<file path="config.mk">
export PLATFORM = sky130hd
export DESIGN_NAME = uart_periph_flat
export DESIGN_NICKNAME = d
export VERILOG_FILES = /design/src/rtl/uart_periph_if.sv /design/src/rtl/uart_periph.sv /design/src/flat_wrapper.sv
export SDC_FILE = /design/constraint.sdc
export NUM_CORES = 1
export LEC_CHECK = 0
export BUFFER_PORTS_ARGS = -buffer_cell sky130_fd_sc_hd__buf_2
export CAP_MARGIN = 20
export CORE_UTILIZATION = 30
export DETAILED_ROUTE_END_ITERATION = 7
export GPL_ROUTABILITY_DRIVEN = 1
export SLEW_MARGIN = 10
export SYNTH_ARGS = -nofsm -noshare
export SYNTH_HDL_FRONTEND = slang
export SYNTH_SLANG_ARGS = --single-unit
</file>
<file path="constraint.sdc">
create_clock -name clk -period 3.06 [get_ports clk]
set_input_delay 0.153 -clock clk [delete_from_list [all_inputs] [get_ports clk]]
set_output_delay 0.153 -clock clk [all_outputs]
set_load 0.02 [all_outputs]
</file>
<file path="src/rtl/uart_periph_if.sv">
// CPU data-bus bundle seen by the UART peripheral: strobes, address, write data
// and the same-cycle read data returned by the peripheral.
`timescale 1ns/1ps
interface uart_periph_if;
  logic        rd;
  logic        wr;
  logic [31:0] addr;
  logic [31:0] wdata;
  logic [31:0] rdata;

  modport master (output rd, wr, addr, wdata, input rdata);
  modport slave  (input rd, wr, addr, wdata, output rdata);
endinterface

</file>
<file path="src/rtl/uart_periph.sv">
// Memory-mapped 8N1 UART (TXD/RXD/CON registers) with level interrupt.
// Optional even parity in both directions when UART_PARITY_EN is defined.
`timescale 1ns/1ps
module uart_periph #(
  parameter int         CLK_DIV = 5208,
  parameter logic [7:0] BASE    = 8'h18
) (
  input  logic          clk,
  input  logic          reset,
  uart_periph_if.slave  bus,
  output logic          irq,
  input  logic          uart_rx,
  output logic          uart_tx
);
`ifdef UART_PARITY_EN
  localparam bit PAR_EN = 1'b1;
`else
  localparam bit PAR_EN = 1'b0;
`endif
  localparam int             CW        = (CLK_DIV > 1) ? $clog2(CLK_DIV) : 1;
  localparam logic [CW-1:0]  DIV_LAST  = CW'(CLK_DIV - 1);
  localparam logic [CW-1:0]  HALF_LAST = CW'(CLK_DIV / 2 - 1);
  localparam logic [7:0]     A_TXD     = BASE;
  localparam logic [7:0]     A_RXD     = BASE + 8'd4;
  localparam logic [7:0]     A_CON     = BASE + 8'd8;

  typedef enum logic [2:0] {T_IDLE, T_START, T_DATA, T_PARITY, T_STOP} tx_state_t;
  typedef enum logic [2:0] {R_IDLE, R_START, R_DATA, R_PARITY, R_STOP} rx_state_t;

  tx_state_t     r_tx_state, w_tx_state_nxt;
  rx_state_t     r_rx_state, w_rx_state_nxt;
  logic [CW-1:0] r_tx_cnt, w_tx_cnt_nxt, r_rx_cnt, w_rx_cnt_nxt;
  logic [2:0]    r_tx_bit, w_tx_bit_nxt, r_rx_bit, w_rx_bit_nxt;
  logic [7:0]    r_tx_data, r_rx_shift, w_rx_shift_nxt, r_rx_data;
  logic          r_tx, w_tx_line, w_tx_end;
  logic          r_tx_ie, r_rx_ie, r_tx_done, r_rx_valid, r_overrun, r_parity_err;
  logic          r_rx_s1, r_rx_s2, r_rx_prev;
  logic          r_rx_perr, w_rx_perr_nxt, w_rx_load, w_rx_perr_evt;
  logic          w_sel_txd, w_sel_rxd, w_sel_con, w_wr_txd, w_wr_con, w_rd_rxd, w_tx_busy;
  logic          w_unused;

  assign w_sel_txd = bus.addr[30] && (bus.addr[7:0] == A_TXD);
  assign w_sel_rxd = bus.addr[30] && (bus.addr[7:0] == A_RXD);
  assign w_sel_con = bus.addr[30] && (bus.addr[7:0] == A_CON);
  assign w_tx_busy = (r_tx_state != T_IDLE);
  assign w_wr_txd  = bus.wr && w_sel_txd && !w_tx_busy;
  assign w_wr_con  = bus.wr && w_sel_con;
  assign w_rd_rxd  = bus.rd && w_sel_rxd;
  assign w_unused  = &{1'b0, bus.addr[31], bus.addr[29:8], bus.wdata[31:8], bus.wdata[4:3]};

  always_comb begin
    bus.rdata = '0;
    if (bus.rd) begin
      if (w_sel_txd)      bus.rdata = {24'b0, r_tx_data};
      else if (w_sel_rxd) bus.rdata = {24'b0, r_rx_data};
      else if (w_sel_con) bus.rdata = {25'b0, r_parity_err, r_overrun, w_tx_busy,
                                       r_rx_valid, r_tx_done, r_rx_ie, r_tx_ie};
    end
  end

  assign irq     = (r_tx_ie & r_tx_done) | (r_rx_ie & r_rx_valid);
  assign uart_tx = r_tx;

  // TX next-state; the line level is derived from the next state so uart_tx is registered
  always_comb begin
    w_tx_state_nxt = r_tx_state;
    w_tx_cnt_nxt   = r_tx_cnt + CW'(1);
    w_tx_bit_nxt   = r_tx_bit;
    w_tx_end       = 1'b0;
    w_tx_line      = 1'b1;
    case (r_tx_state)
      T_IDLE: begin
        w_tx_cnt_nxt = '0;
        if (w_wr_txd) w_tx_state_nxt = T_START;
      end
      T_START: if (r_tx_cnt == DIV_LAST) begin
        w_tx_cnt_nxt   = '0;
        w_tx_bit_nxt   = '0;
        w_tx_state_nxt = T_DATA;
      end
      T_DATA: if (r_tx_cnt == DIV_LAST) begin
        w_tx_cnt_nxt = '0;
        if (r_tx_bit == 3'd7) begin
          if (PAR_EN) w_tx_state_nxt = T_PARITY;
          else        w_tx_state_nxt = T_STOP;
        end else begin
          w_tx_bit_nxt = r_tx_bit + 3'd1;
        end
      end
      T_PARITY: if (r_tx_cnt == DIV_LAST) begin
        w_tx_cnt_nxt   = '0;
        w_tx_state_nxt = T_STOP;
      end
      T_STOP: if (r_tx_cnt == DIV_LAST) begin
        w_tx_cnt_nxt   = '0;
        w_tx_state_nxt = T_IDLE;
        w_tx_end       = 1'b1;
      end
      default: w_tx_state_nxt = T_IDLE;
    endcase
    case (w_tx_state_nxt)
      T_START:  w_tx_line = 1'b0;
      T_DATA:   w_tx_line = r_tx_data[w_tx_bit_nxt];
      T_PARITY: w_tx_line = ^r_tx_data;
      default:  w_tx_line = 1'b1;
    endcase
  end

  always_ff @(posedge clk) begin
    if (reset) begin
      r_tx_state <= T_IDLE;
      r_tx_cnt   <= '0;
      r_tx_bit   <= '0;
      r_tx       <= 1'b1;
    end else begin
      r_tx_state <= w_tx_state_nxt;
      r_tx_cnt   <= w_tx_cnt_nxt;
      r_tx_bit   <= w_tx_bit_nxt;
      r_tx       <= w_tx_line;
    end
  end

  always_ff @(posedge clk) begin
    if (w_wr_txd) r_tx_data <= bus.wdata[7:0];
  end

  // RX: falling edge starts a frame, mid-bit samples every CLK_DIV cycles
  always_comb begin
    w_rx_state_nxt = r_rx_state;
    w_rx_cnt_nxt   = r_rx_cnt + CW'(1);
    w_rx_bit_nxt   = r_rx_bit;
    w_rx_shift_nxt = r_rx_shift;
    w_rx_perr_nxt  = r_rx_perr;
    w_rx_load      = 1'b0;
    w_rx_perr_evt  = 1'b0;
    case (r_rx_state)
      R_IDLE: begin
        w_rx_cnt_nxt = '0;
        if (r_rx_prev && !r_rx_s2) w_rx_state_nxt = R_START;
      end
      R_START: if (r_rx_cnt == HALF_LAST) begin
        w_rx_cnt_nxt = '0;
        w_rx_bit_nxt = '0;
        if (r_rx_s2) w_rx_state_nxt = R_IDLE;
        else         w_rx_state_nxt = R_DATA;
      end
      R_DATA: if (r_rx_cnt == DIV_LAST) begin
        w_rx_cnt_nxt   = '0;
        w_rx_shift_nxt = {r_rx_s2, r_rx_shift[7:1]};
        if (r_rx_bit == 3'd7) begin
          if (PAR_EN) w_rx_state_nxt = R_PARITY;
          else        w_rx_state_nxt = R_STOP;
        end else begin
          w_rx_bit_nxt = r_rx_bit + 3'd1;
        end
      end
      R_PARITY: if (r_rx_cnt == DIV_LAST) begin
        w_rx_cnt_nxt   = '0;
        w_rx_perr_nxt  = r_rx_s2 ^ (^r_rx_shift);
        w_rx_state_nxt = R_STOP;
      end
      R_STOP: if (r_rx_cnt == DIV_LAST) begin
        w_rx_cnt_nxt   = '0;
        w_rx_state_nxt = R_IDLE;
        if (r_rx_s2) begin
          if (PAR_EN && r_rx_perr) w_rx_perr_evt = 1'b1;
          else                     w_rx_load     = 1'b1;
        end
      end
      default: w_rx_state_nxt = R_IDLE;
    endcase
  end

  always_ff @(posedge clk) begin
    if (reset) begin
      r_rx_s1    <= 1'b1;
      r_rx_s2    <= 1'b1;
      r_rx_prev  <= 1'b1;
      r_rx_state <= R_IDLE;
      r_rx_cnt   <= '0;
      r_rx_bit   <= '0;
      r_rx_perr  <= 1'b0;
    end else begin
      r_rx_s1    <= uart_rx;
      r_rx_s2    <= r_rx_s1;
      r_rx_prev  <= r_rx_s2;
      r_rx_state <= w_rx_state_nxt;
      r_rx_cnt   <= w_rx_cnt_nxt;
      r_rx_bit   <= w_rx_bit_nxt;
      r_rx_perr  <= (r_rx_state == R_IDLE) ? 1'b0 : w_rx_perr_nxt;
    end
  end

  always_ff @(posedge clk) begin
    r_rx_shift <= w_rx_shift_nxt;
  end

  // Status/control; a load coinciding with an RXD read is not an overrun
  always_ff @(posedge clk) begin
    if (reset) begin
      r_tx_ie      <= 1'b0;
      r_rx_ie      <= 1'b0;
      r_tx_done    <= 1'b0;
      r_rx_valid   <= 1'b0;
      r_overrun    <= 1'b0;
      r_parity_err <= 1'b0;
      r_rx_data    <= '0;
    end else begin
      if (w_wr_con) begin
        r_tx_ie <= bus.wdata[0];
        r_rx_ie <= bus.wdata[1];
      end
      if (w_tx_end)                       r_tx_done <= 1'b1;
      else if (w_wr_con && bus.wdata[2])  r_tx_done <= 1'b0;
      if (w_rx_load) begin
        r_rx_data  <= r_rx_shift;
        r_rx_valid <= 1'b1;
      end else if (w_rd_rxd) begin
        r_rx_valid <= 1'b0;
      end
      if (w_rx_load && r_rx_valid && !w_rd_rxd) r_overrun <= 1'b1;
      else if (w_wr_con && bus.wdata[5])        r_overrun <= 1'b0;
      if (w_rx_perr_evt)                        r_parity_err <= 1'b1;
      else if (w_wr_con && bus.wdata[6])        r_parity_err <= 1'b0;
    end
  end
endmodule

</file>
<file path="src/flat_wrapper.sv">
// flat-port wrapper written by rule: the top's interface ports become plain ports
module uart_periph_flat 
#(
  parameter int         CLK_DIV = 5208,
  parameter logic [7:0] BASE    = 8'h18
)
  (clk, reset, irq, uart_rx, uart_tx, bus_rd, bus_wr, bus_addr, bus_wdata, bus_rdata);
  uart_periph_if bus_i ();
  input  logic clk;
  input  logic reset;
  output logic irq;
  input  logic uart_rx;
  output logic uart_tx;
  input wire logic [$bits(bus_i.rd)-1:0] bus_rd;
  input wire logic [$bits(bus_i.wr)-1:0] bus_wr;
  input wire logic [$bits(bus_i.addr)-1:0] bus_addr;
  input wire logic [$bits(bus_i.wdata)-1:0] bus_wdata;
  output wire logic [$bits(bus_i.rdata)-1:0] bus_rdata;
  assign bus_i.rd = bus_rd;
  assign bus_i.wr = bus_wr;
  assign bus_i.addr = bus_addr;
  assign bus_i.wdata = bus_wdata;
  assign bus_rdata = bus_i.rdata;
  uart_periph #(.CLK_DIV(CLK_DIV), .BASE(BASE)) u_core (.clk(clk), .reset(reset), .bus(bus_i), .irq(irq), .uart_rx(uart_rx), .uart_tx(uart_tx));
endmodule
</file>
-- After elaboration in Yosys (flattened, before gate mapping)
Cells that the tools add are included.
Widths: inputs -> output; s select.
- add/sub/neg operators: 4
- $mul: 0
- divide/modulo/power cells: 0
- magnitude comparators: 1
- equality and inequality tests: 26
- shift operators: 0
- mux-type cells: 46
- bitwise logic cells: 3
- reductions and logical operators: 28
- operators with widths (kind ; count):
    $mux 32 ; 3
    $mux 3 ; 18
    $mux 13 ; 3
    $pmux 13 s3 ; 1
    $pmux 3 s5 ; 2
    $add 13x1->13 const B ; 2
    $eq 13x13->1 const B ; 2
    $pmux 13 s2 ; 1
    $eq 3x2->1 const B ; 6
    $eq 8x5->1 const B ; 2
    $eq 13x12->1 const B ; 1
    $eq 3x3->1 const B ; 4
    $logic_and 1x1->1 ; 12
    $mux 1 ; 12
    $ne 2x1->1 const B ; 6
    $pmux 3 s2 ; 2
    $eq 3x1->1 const B ; 3
    $eq 8x6->1 const B ; 1
    $reduce_bool 2->1 ; 4
    $reduce_xor 8->1 ; 1
    $add 3x1->3 const B ; 2
    $logic_not 3->1 ; 2
    $mux 6 ; 1
    $reduce_and 6->1 ; 1
    other kinds (13) ; 16
- bits in registers: 71
- bits in latches: 0
- bits in writable memories: 0
- memory bits (read-only): 0
- input port bits: 69
- output and inout bits: 34
- logic and storage cells: 126
- memories kept: 0

-- Logic depth before layout (Yosys ltp)
Gate-level depths: netlist of the first run.
- word-level depth: 8
- mapped depth: 9
- depth with buffers taken out: 8

-- Worst setup path after synthesis of the first run
No wires, ideal clock.
- path kind: register to register
- start: register u_core.r_tx_cnt[0]
- end: register u_core.r_tx, in the netlist u_core.uart_tx
- arrival time: 2.277 ns
- required time: 2.925 ns
- setup slack: 0.647 ns
- cell stages (with the launch flop): 9
- path buffers: 0
- period minus slack after synthesis: 2.413 ns
- cells stage by stage: dfxtp_1 ha_1 nand4b_1 o41a_1 a211oi_4 nor4bb_1 or4_1 mux2i_1 o2111ai_1
- longest elaborated chain between the ends: 6
- elaborated cells on any way between the ends: 15
- classes of those cells: 4 x eq/ne; 11 x mux
- ends and longest elaborated chain (what ; RTL line ; text):
    from (decl) ; uart_periph.sv:32 ; logic [CW-1:0] r_tx_cnt, w_tx_cnt_nxt, r_rx_cnt, w_rx_cnt_nxt;
    from (signal assigned) ; uart_periph.sv:117 ; r_tx_cnt <= w_tx_cnt_nxt;
    $eq 13x13->1 * ; - ;
    $mux 3 (on tied branches) ; uart_periph.sv:81, uart_periph.sv:76 ;
    $pmux 3 s2 ; uart_periph.sv:71 ; case (r_tx_state)
    $bmux 1 s3 ; uart_periph.sv:103 ; T_DATA: w_tx_line = r_tx_data[w_tx_bit_nxt];
    $mux 1 (implied by the code) ; uart_periph.sv:103 ;
    $pmux 1 s3 * ; uart_periph.sv:101 ; case (w_tx_state_nxt)
    to (signal assigned) ; uart_periph.sv:119 ; r_tx <= w_tx_line;
    to (decl) ; uart_periph.sv:35 ; logic r_tx, w_tx_line, w_tx_end;
Every way passes the cells marked *; elsewhere a longest branch is shown, timed or not. The select of a mux whose other input is x is not followed.
A chain may end at the register's enable or synchronous reset.

-- Worst setup path in the final report of the first run
- start: register u_core.r_tx_bit[0]
- end: register u_core.r_tx, in the netlist u_core.uart_tx
- longest elaborated chain between the ends: 7
- elaborated cells on any way between the ends: 15
- classes of those cells: 1 x add/sub; 4 x eq/ne; 10 x mux
- ends and longest elaborated chain (what ; RTL line ; text):
    from (decl) ; uart_periph.sv:33 ; logic [2:0] r_tx_bit, w_tx_bit_nxt, r_rx_bit, w_rx_bit_nxt;
    from (signal assigned) ; uart_periph.sv:118 ; r_tx_bit <= w_tx_bit_nxt;
    $add 3x1->3 or $eq 3x3->1 (tied branches) ; uart_periph.sv:87, uart_periph.sv:83 ;
    $mux 3 ; uart_periph.sv:83 ; if (r_tx_bit == 3'd7) begin
    $mux 3 ; uart_periph.sv:81 ; T_DATA: if (r_tx_cnt == DIV_LAST) begin
    $pmux 3 s2 ; uart_periph.sv:71 ;
    $bmux 1 s3 ; uart_periph.sv:103 ;
    $mux 1 (implied by the code) ; uart_periph.sv:103 ;
    $pmux 1 s3 * ; uart_periph.sv:101 ;
Marks and branches as above.

==> results of run 1 <==
-- layer usage --
| metal | track usage, % | routed length, µm | vias to the layer above |
|---|---|---|---|
| met4 | 4.86 | 98 | 0 |
| met3 | 3.16 | 289 | 9 |
| met2 | 19.6 | 3260 | 68 |
| met5 | 0 | 0 | - |
| met1 | 14.8 | 3420 | 1315 |
| li1 | - | - | 1408 |
-- state kept, by name, summed over array words and instances (netlist names), 3 cells and up --
register           flops
u_core.r_tx_state      3
u_core.r_rx_data       8
u_core.r_rx_bit        3
u_core.r_rx_state      3
u_core.r_rx_shift      8
u_core.r_tx_cnt       13
u_core.r_tx_bit        3
u_core.r_rx_cnt       13
u_core.r_tx_data       8
-- cell families after synthesis --
| logic type | synth area share [%] |
|---|---|
| AO/OA/AOI/OAI | 10.2 |
| XOR/XNOR | 7.03 |
| adder cells (fa/ha/maj) | 1.73 |
| buffers and inverters | 7.83 |
| flip-flops | 43.8 |
| multiplexers | 4.99 |
| other | 0.104 |
| AND/OR/NAND/NOR | 24.4 |
-- cells in the mapped netlist, types with 10 or more instances --
cell and instances:
edfxtp_1 16, nand3_1 20, clkbuf_1 13, and3_1 10, nand2_1 14, inv_1 12
xnor2_1 18, mux2i_1 18, dfxtp_1 55, a21oi_1 21, nor2_1 72, buf_4 24
xor2_1 11
-- worst max-delay path: stages, from the launching register on --
cell,delay (ps)
dfxtp_1,490
ha_1,260
and2_1,180
o21ai_0,240
a21boi_0,460
and4b_1,240
or4_1,500
mux2i_1,170
o2111ai_1,120
-- worst min-delay path by stage --
stage                      start                  end  cells past startpoint
CTS                 bus_wdata[2]  u_core.r_tx_data[2]                      1
global route        bus_wdata[1]  u_core.r_tx_data[1]                      1
finish              bus_wdata[2]  u_core.r_tx_data[2]                      1
detailed placement  bus_wdata[4]  u_core.r_tx_data[4]                      1
global placement    bus_wdata[6]  u_core.r_tx_data[6]                      1
floorplan           bus_wdata[0]  u_core.r_tx_data[0]                      0
-- stage by stage --
step / area, µm² / power [mW] / setup WS (ps)
floorplan: 3700 / 1.10 / 647
global placement: 3820 / 1.11 / 336
detailed placement: 3820 / 1.11 / 278
CTS: 4190 / 2.21 / 268
global route: 4190 / 2.26 / 51.5
finish: 4190 / 2.18 / 261
-- area by class of cell --
cell class / instances / area [µm²]
Clock buffer: 11 / 254
Clock inverter: 5 / 61.3
Fill cell: 1173 / 7370
Inverter: 12 / 45.0
Multi-Input combinational cell: 298 / 1830
Sequential cell: 71 / 1580
Tap cell: 143 / 179
Timing Repair Buffer: 40 / 235
-- where the power goes --
part           total [mW]  switching (mW)  internal (mW)
Clock                1.09           0.403          0.686
Combinational       0.120          0.0758         0.0440
Sequential          0.973         0.00985          0.963
==> results.json, run 1 <==
{
  "place_hpwl_um": 5070,
  "r2r_start": "u_core.r_tx_bit[0]",
  "synthArstFlopShare_pct": 0,
  "violations": "DRC",
  "syn_to_final_growth_pct": 16.0,
  "critPathKind": "flop to flop",
  "core_area_um2": 11600,
  "r2r_slack_ps": 260,
  "drt_iter0_markers": 125,
  "synth_cells": 397,
  "gp_congestion": 0.864,
  "mostFrequentLayoutCell": "nor2_1",
  "die_y_um": 112,
  "numPortBuffers": 31,
  "start_util_pct": 31.2,
  "crit_path_start_kind": "flop",
  "ys_top_cells_by_area": "dfxtp_1 (30%), edfxtp_1 (13%), nor2_1 (7.5%), mux2i_1 (5.0%), buf_4 (5.0%)",
  "leakage_nw": 1.61,
  "postCtsHoldBufs": 5,
  "drt_wl_total_um": 7060,
  "syn_area_per_cell_um2": 9.10,
  "p_per_area_nw_per_um2": 521,
  "yosysTopAreaCell": "dfxtp_1",
  "grt_pass1_vias": 2619,
  "ioPinCount": 103,
  "maxCapViolations": 0,
  "detail_route.wl_per_cell_um": 12.2,
  "root_buffer": "clkbuf_16",
  "clockBufferDepth": 2,
  "clock_latency_ps": 330,
  "setup_violations": 0,
  "final_cell_mix": "nor2_1 (72), dfxtp_1 (55), buf_2 (31), conb_1 (24), a21oi_1 (21)",
  "period_share_pct": 91.5,
  "grt_start_max_net_pins": 28,
  "endpoint_kind": "flop",
  "whs_ps": 21.5,
  "first_pass_iters": 6,
  "antennaDiodeCount": 0,
  "clkSlewWorstSetupHoldPaths_ps": 60,
  "stdcell_count": 580,
  "placedCellCount": 559,
  "synth-warning-count": 0,
  "endpoint": "u_core.uart_tx",
  "grt_pass1_wl_um": 12100,
  "synth-main-ff-cell": "dfxtp_1",
  "ys_types": 54,
  "finalNetCount": 506,
  "vdd_drop_max_mv": 0.213,
  "cts_resized": 0,
  "fp.dieArea_um2": 12500,
  "required_ps": 3250,
  "fp.dieW_um": 112,
  "synth_top_area_share_pct": 30.5,
  "slew_headroom_pct": 54.3,
  "drive_above_1_share_pct": 13.0,
  "cts_buffers": 9,
  "hold_viol_final": 0,
  "path_max_fanout": 8,
  "slew_violations": 0,
  "worstHoldPathType": "input port to flop",
  "vias_per_cell": 4.83,
  "synth-edff-count": 16,
  "cts_sinks": 71,
  "fin_crit_ps": 2800,
  "rsz0062_at_grt": "no",
  "max_freq_mhz": 357,
  "utilization_pct": 36.2,
  "fin_tns_setup_ps": 0,
  "status": "finished with violations",
  "reg2regPathDepth": 8,
  "rows": 39,
  "antenna_found_initial": 0,
  "htree_levels": 3,
  "ant_nets": 0,
  "tightest_slew_ps": 678,
  "clock_skew_ps": 6.52,
  "crit_arrival_ps": 2990,
  "synth.cell_area_um2": 3610,
  "grt_usage_pct": 11.9,
  "gr-total-overflow": 0,
  "crit_start": "u_core.r_tx_bit[0]",
  "r2r_end": "u_core.uart_tx",
  "synth-seq-cells": 71,
  "synth_seq_area_share_pct": 43.8,
  "postCtsSetupRepairBufs": 0,
  "vias": 2800,
  "cts_tree": "done",
  "drcViolationCount": 5
}
(Power assumes the default switching activity.)
==> run 2: changes to the inputs <==
--- a/config.mk
+++ b/config.mk
@@ -10,6 +10,7 @@
 export CORE_UTILIZATION = 30
 export DETAILED_ROUTE_END_ITERATION = 7
 export GPL_ROUTABILITY_DRIVEN = 1
+export MAX_ROUTING_LAYER = met4
 export SLEW_MARGIN = 10
 export SYNTH_ARGS = -nofsm -noshare
 export SYNTH_HDL_FRONTEND = slang
==> run 2 against run 1 <==
Effect of this change: the run still ends with DRC left; sequential power barely moved; sequential cell count did not move; critical path depth did not move; largest power group unchanged; highest routed layer unchanged.
==> results.json, run 2 (synthesized netlist as in run 1, its figures left out) <==
{
  "stdcell_count": 580,
  "vias": 2798,
  "reg_top3": "u_core.r_rx_cnt (13), u_core.r_tx_cnt (13)",
  "cts_buffers": 9,
  "postCtsSetupRepairBufs": 0,
  "p_clk_share_pct": 50.0,
  "placed_cell_area_um2": 3820,
  "combinationalPowerShare_pct": 5.5,
  "die_y_um": 112,
  "p_int_mw": 1.69,
  "setup_violations": 0,
  "vias_per_cell": 4.82,
  "numPortBuffers": 31,
  "vdd_drop_max_mv": 0.214,
  "clock_latency_ps": 330,
  "grt_pass1_wl_um": 12100,
  "detail_route.wl_per_cell_um": 12.2,
  "cts_tree": "done",
  "utilization_pct": 36.2,
  "required_ps": 3260,
  "status": "finished with violations",
  "final_area_um2": 4190,
  "crit_path_start_kind": "flop",
  "grt_usage_pct": 12.4,
  "rsz0062_at_grt": "no",
  "maxCapViolations": 0,
  "slew_headroom_pct": 53.9,
  "endpoint_kind": "flop",
  "grt_pass1_vias": 2621,
  "drt_wl_total_um": 7070,
  "period_share_pct": 91.6,
  "hold_viol_final": 0,
  "p_per_area_nw_per_um2": 521,
  "drcViolationCount": 5,
  "switchingPower_uw": 489,
  "tightest_slew_ps": 685,
  "leakage_nw": 1.61,
  "clock_skew_ps": 7.26,
  "path_max_fanout": 8,
  "rows": 39,
  "worstHoldPathType": "input port to flop",
  "max_freq_mhz": 357,
  "start_util_pct": 31.2,
  "root_buffer": "clkbuf_16",
  "clockBufferDepth": 2,
  "gp_congestion": 0.878,
  "fp.dieW_um": 112,
  "hold_path_depth": 1,
  "reg2regPathDepth": 8,
  "syn_to_final_growth_pct": 16.0,
  "slew_violations": 0,
  "fill_cells": 1173,
  "netSwitchingFraction_pct": 22.4,
  "final_cell_mix": "nor2_1 (72), dfxtp_1 (55), buf_2 (31), conb_1 (24), a21oi_1 (21)",
  "power.total_mw": 2.18,
  "core_area_um2": 11600,
  "place_ws_ps": 278,
  "setup_slack_ps": 256,
  "critPathKind": "flop to flop",
  "ioPinCount": 103,
  "antennaDiodeCount": 0,
  "p_seq_share_pct": 44.6,
  "gr-total-overflow": 0,
  "fin_tns_setup_ps": 0,
  "clkSlewWorstSetupHoldPaths_ps": 60,
  "fin_crit_ps": 2800,
  "cts_sinks": 71,
  "antenna_found_initial": 0,
  "cts_resized": 0,
  "grt_start_max_net_pins": 28,
  "htree_levels": 3,
  "ant_nets": 0,
  "placedCellCount": 559,
  "whs_ps": 18.6,
  "fp.dieArea_um2": 12500,
  "first_pass_iters": 6,
  "finalNetCount": 506,
  "drt_iter0_markers": 129,
  "mostFrequentLayoutCell": "nor2_1",
  "place_hpwl_um": 5070,
  "violations": "DRC",
  "crit_arrival_ps": 3000,
  "drive_above_1_share_pct": 13.0
}
run 2: repair_timing:
item,CTS,global route
hold endpoints to repair,5,0
endpoints found under the setup margin,0,0
hold buffers,5,0
run 2: path summary, 6_finish.rpt:
kind	from	to	slack, ps
worst max-delay path	u_core.r_tx_bit[0]	u_core.uart_tx	260
worst min register to register	u_core.r_rx_s1	u_core.r_rx_s2	410
worst max register to register	u_core.r_tx_bit[0]	u_core.uart_tx	260
worst min-delay path	bus_wdata[2]	u_core.r_tx_data[2]	20
run 2: critical path, cell delays in order (launching register included):
cell and delay (ps):
dfxtp_1 480, ha_1 260, and2_1 180, o21ai_0 250, a21boi_0 470, and4b_1 240, or4_1 500, mux2i_1 170
o2111ai_1 120
run 2: area by class of cell:
| type | instances | area (µm²) | area share [%] |
|---|---|---|---|
| inverter | 12 | 45.0 | 1.07 |
| clock buffer | 11 | 254 | 6.06 |
| tap | 143 | 179 | 4.27 |
| timing repair buffer | 40 | 235 | 5.61 |
| clock inverter | 5 | 61.3 | 1.46 |
| multi-input combinational | 298 | 1830 | 43.8 |
| sequential | 71 | 1580 | 37.7 |
run 2: power groups by stage:
stage          Clock (mW)  Sequential [mW]  Combinational (mW)
2_1_floorplan           0            0.986               0.114
3_3_place_gp            0            0.993               0.113
3_5_place_dp            0            0.993               0.114
4_1_cts              1.11            0.972               0.120
5_1_grt              1.16            0.974               0.133
6_report             1.09            0.973               0.120
run 2: per-layer routing:
metal | vias to the layer above | global-route usage, % | share of wire (%)
li1 | 1408 | - | -
met1 | 1317 | 14.9 | 48
met2 | 62 | 19.5 | 46
met3 | 11 | 3.65 | 4.2
met4 | 0 | 4.59 | 1.6
met5 | - | - | 0
==> run 3: changes to the inputs <==
==> constraint.sdc (replaced) <==
create_clock -name clk -period 3.2 [get_ports clk]
set_input_delay 0.16 -clock clk [delete_from_list [all_inputs] [get_ports clk]]
set_output_delay 0.16 -clock clk [all_outputs]
set_load 0.02 [all_outputs]
==> run 3 against run 2 <==
Effect of this change: the run still ends with DRC left; cell area decreased by 0.24%; global-route usage decreased by 0.16 points; clock skew about the same; register-to-register slack improved by 140 ps; clock power decreased by 5%; non-clock buffer count decreased by 1; combinational power decreased by 5%; setup slack improved by 140 ps; cell count decreased by 0.17%; critical path type unchanged; largest power group unchanged.
==> results.json, run 3 (synthesized netlist as in run 1, its figures left out) <==
{
  "gp_congestion": 0.878,
  "r2r_start": "u_core.r_tx_bit[0]",
  "reg2regPathDepth": 8,
  "status": "finished with violations",
  "place_hpwl_um": 5070,
  "ioPinCount": 103,
  "vias_per_cell": 4.83,
  "die_y_um": 112,
  "rows": 39,
  "p_seq_share_pct": 44.7,
  "root_buffer": "clkbuf_16",
  "placedCellCount": 559,
  "leakage_nw": 1.61,
  "first_pass_iters": 7,
  "ant_nets": 0,
  "p_per_area_nw_per_um2": 498,
  "fill_cells": 1174,
  "grt_start_max_net_pins": 28,
  "utilization_pct": 36.1,
  "multi_input_comb_area_um2": 1830,
  "endpoint_kind": "flop",
  "mostFrequentLayoutCell": "nor2_1",
  "antenna_found_initial": 0,
  "seqCellArea_um2": 1580,
  "setup_slack_ps": 398,
  "cts_sinks": 71,
  "critPathKind": "flop to flop",
  "postCtsSetupRepairBufs": 0,
  "stdcell_count": 579,
  "tightest_slew_ps": 685,
  "antennaDiodeCount": 0,
  "switchingPower_uw": 464,
  "detail_route.wl_per_cell_um": 12.1,
  "htree_levels": 3,
  "path_max_fanout": 8,
  "vias": 2795,
  "cts_tree": "done",
  "final_cell_mix": "nor2_1 (72), dfxtp_1 (55), buf_2 (31), conb_1 (24), a21oi_1 (21)",
  "p_clk_share_pct": 49.9,
  "drt_wl_total_um": 7020,
  "setup_violations": 0,
  "fin_tns_setup_ps": 0,
  "reg_top3": "u_core.r_rx_cnt (13), u_core.r_tx_cnt (13)",
  "grt_pass1_wl_um": 12000,
  "fp.dieW_um": 112,
  "combinationalPowerShare_pct": 5.5,
  "violations": "DRC",
  "place_ws_ps": 418,
  "cts_buffers": 9,
  "core_area_um2": 11600,
  "max_freq_mhz": 357,
  "endpoint": "u_core.uart_tx",
  "crit_path_start_kind": "flop",
  "slew_violations": 0,
  "rsz0062_at_grt": "no",
  "clock_latency_ps": 330,
  "drcViolationCount": 5,
  "slowest_delay_ps": 500,
  "clock_skew_ps": 7.04,
  "start_util_pct": 31.2,
  "cp_cell_sequence": "ha_1 > and2_1 > o21ai_0 > a21boi_0 > and4b_1 > or4_1 > mux2i_1 > o2111ai_1",
  "p_int_mw": 1.62,
  "grt_pass1_vias": 2612,
  "grt_usage_pct": 12.2,
  "period_share_pct": 87.6,
  "syn_to_final_growth_pct": 15.7,
  "power.total_mw": 2.08,
  "fp.dieArea_um2": 12500,
  "crit_arrival_ps": 3000,
  "gr-total-overflow": 0,
  "fin_crit_ps": 2800,
  "numPortBuffers": 31,
  "finalNetCount": 505,
  "slew_headroom_pct": 53.9,
  "drive_above_1_share_pct": 13.1,
  "clockBufferDepth": 2,
  "crit_start": "u_core.r_tx_bit[0]",
  "required_ps": 3390,
  "netSwitchingFraction_pct": 22.3,
  "r2r_slack_ps": 400,
  "hold_viol_final": 0,
  "cp_slowest_cell": "or4_1",
  "drt_iter0_markers": 116,
  "worstHoldPathType": "input port to flop",
  "maxCapViolations": 0,
  "clkSlewWorstSetupHoldPaths_ps": 60,
  "vdd_drop_max_mv": 0.204,
  "r2r_end": "u_core.uart_tx"
}
-- run 3: changes by cell type in the layout (fill, tap and decap cells not counted), sizes merged --
cell         previous run  this run
dlygate4sd3             5         4
-- run 3: worst min-delay path by stage --
stage / from / to / slack [ps] / cells after the start
CTS: bus_wdata[3] / u_core.r_tx_data[3] / 2 / 1
global route: uart_rx / u_core.r_rx_s1 / 1 / 2
global placement: bus_wdata[6] / u_core.r_tx_data[6] / 340 / 1
finish: uart_rx / u_core.r_rx_s1 / 10 / 2
detailed placement: bus_wdata[4] / u_core.r_tx_data[4] / 340 / 1
floorplan: bus_wdata[0] / u_core.r_tx_data[0] / 260 / 0
-- run 3: layer usage --
metal / part of all wire (%) / vias up / global-route usage (%)
met5: 0 / - / -
met4: 1.9 / 0 / 4.59
met3: 4.8 / 13 / 3.16
met2: 46 / 75 / 19.5
met1: 47 / 1302 / 14.8
li1: - / 1405 / -
-- run 3: through the flow --
stage / instance area [µm²] / hold slack, ps
floorplan: 3700 / 259
global placement: 3820 / 338
detailed placement: 3820 / 340
CTS: 4170 / 1.88
global route: 4180 / 1.45
finish: 4180 / 14.7
-- run 3: worst max-delay path: cells and delay by family (launching register included) --
kind	cells	cell delay, ps
adders and majority gates	1	260
and+or+nand+nor	3	920
DFF	1	480
AOI/OAI and AO/OA	3	840
muxes	1	170
-- run 3: repair_timing --
item | in CTS | in global routing
resized for setup | 0 | 0
hold endpoints to repair | 3 | 1
hold buffers | 3 | 1
-- run 3: power by group through the flow --
stage	combinational [mW]	clock (mW)	sequential, mW
floorplan	0.109	0	0.943
global placement	0.108	0	0.950
detailed placement	0.109	0	0.950
CTS	0.113	1.07	0.930
global route	0.126	1.11	0.931
finish	0.114	1.04	0.930
-- run 3: final cells by class --
class                           instances  share of cell area, %
Multi-Input combinational cell        298                   43.9
Tap cell                              143                   4.28
Inverter                               12                   1.08
Timing Repair Buffer                   39                   5.39
Sequential cell                        71                   37.8
Clock buffer                           11                   6.08
Clock inverter                          5                   1.47
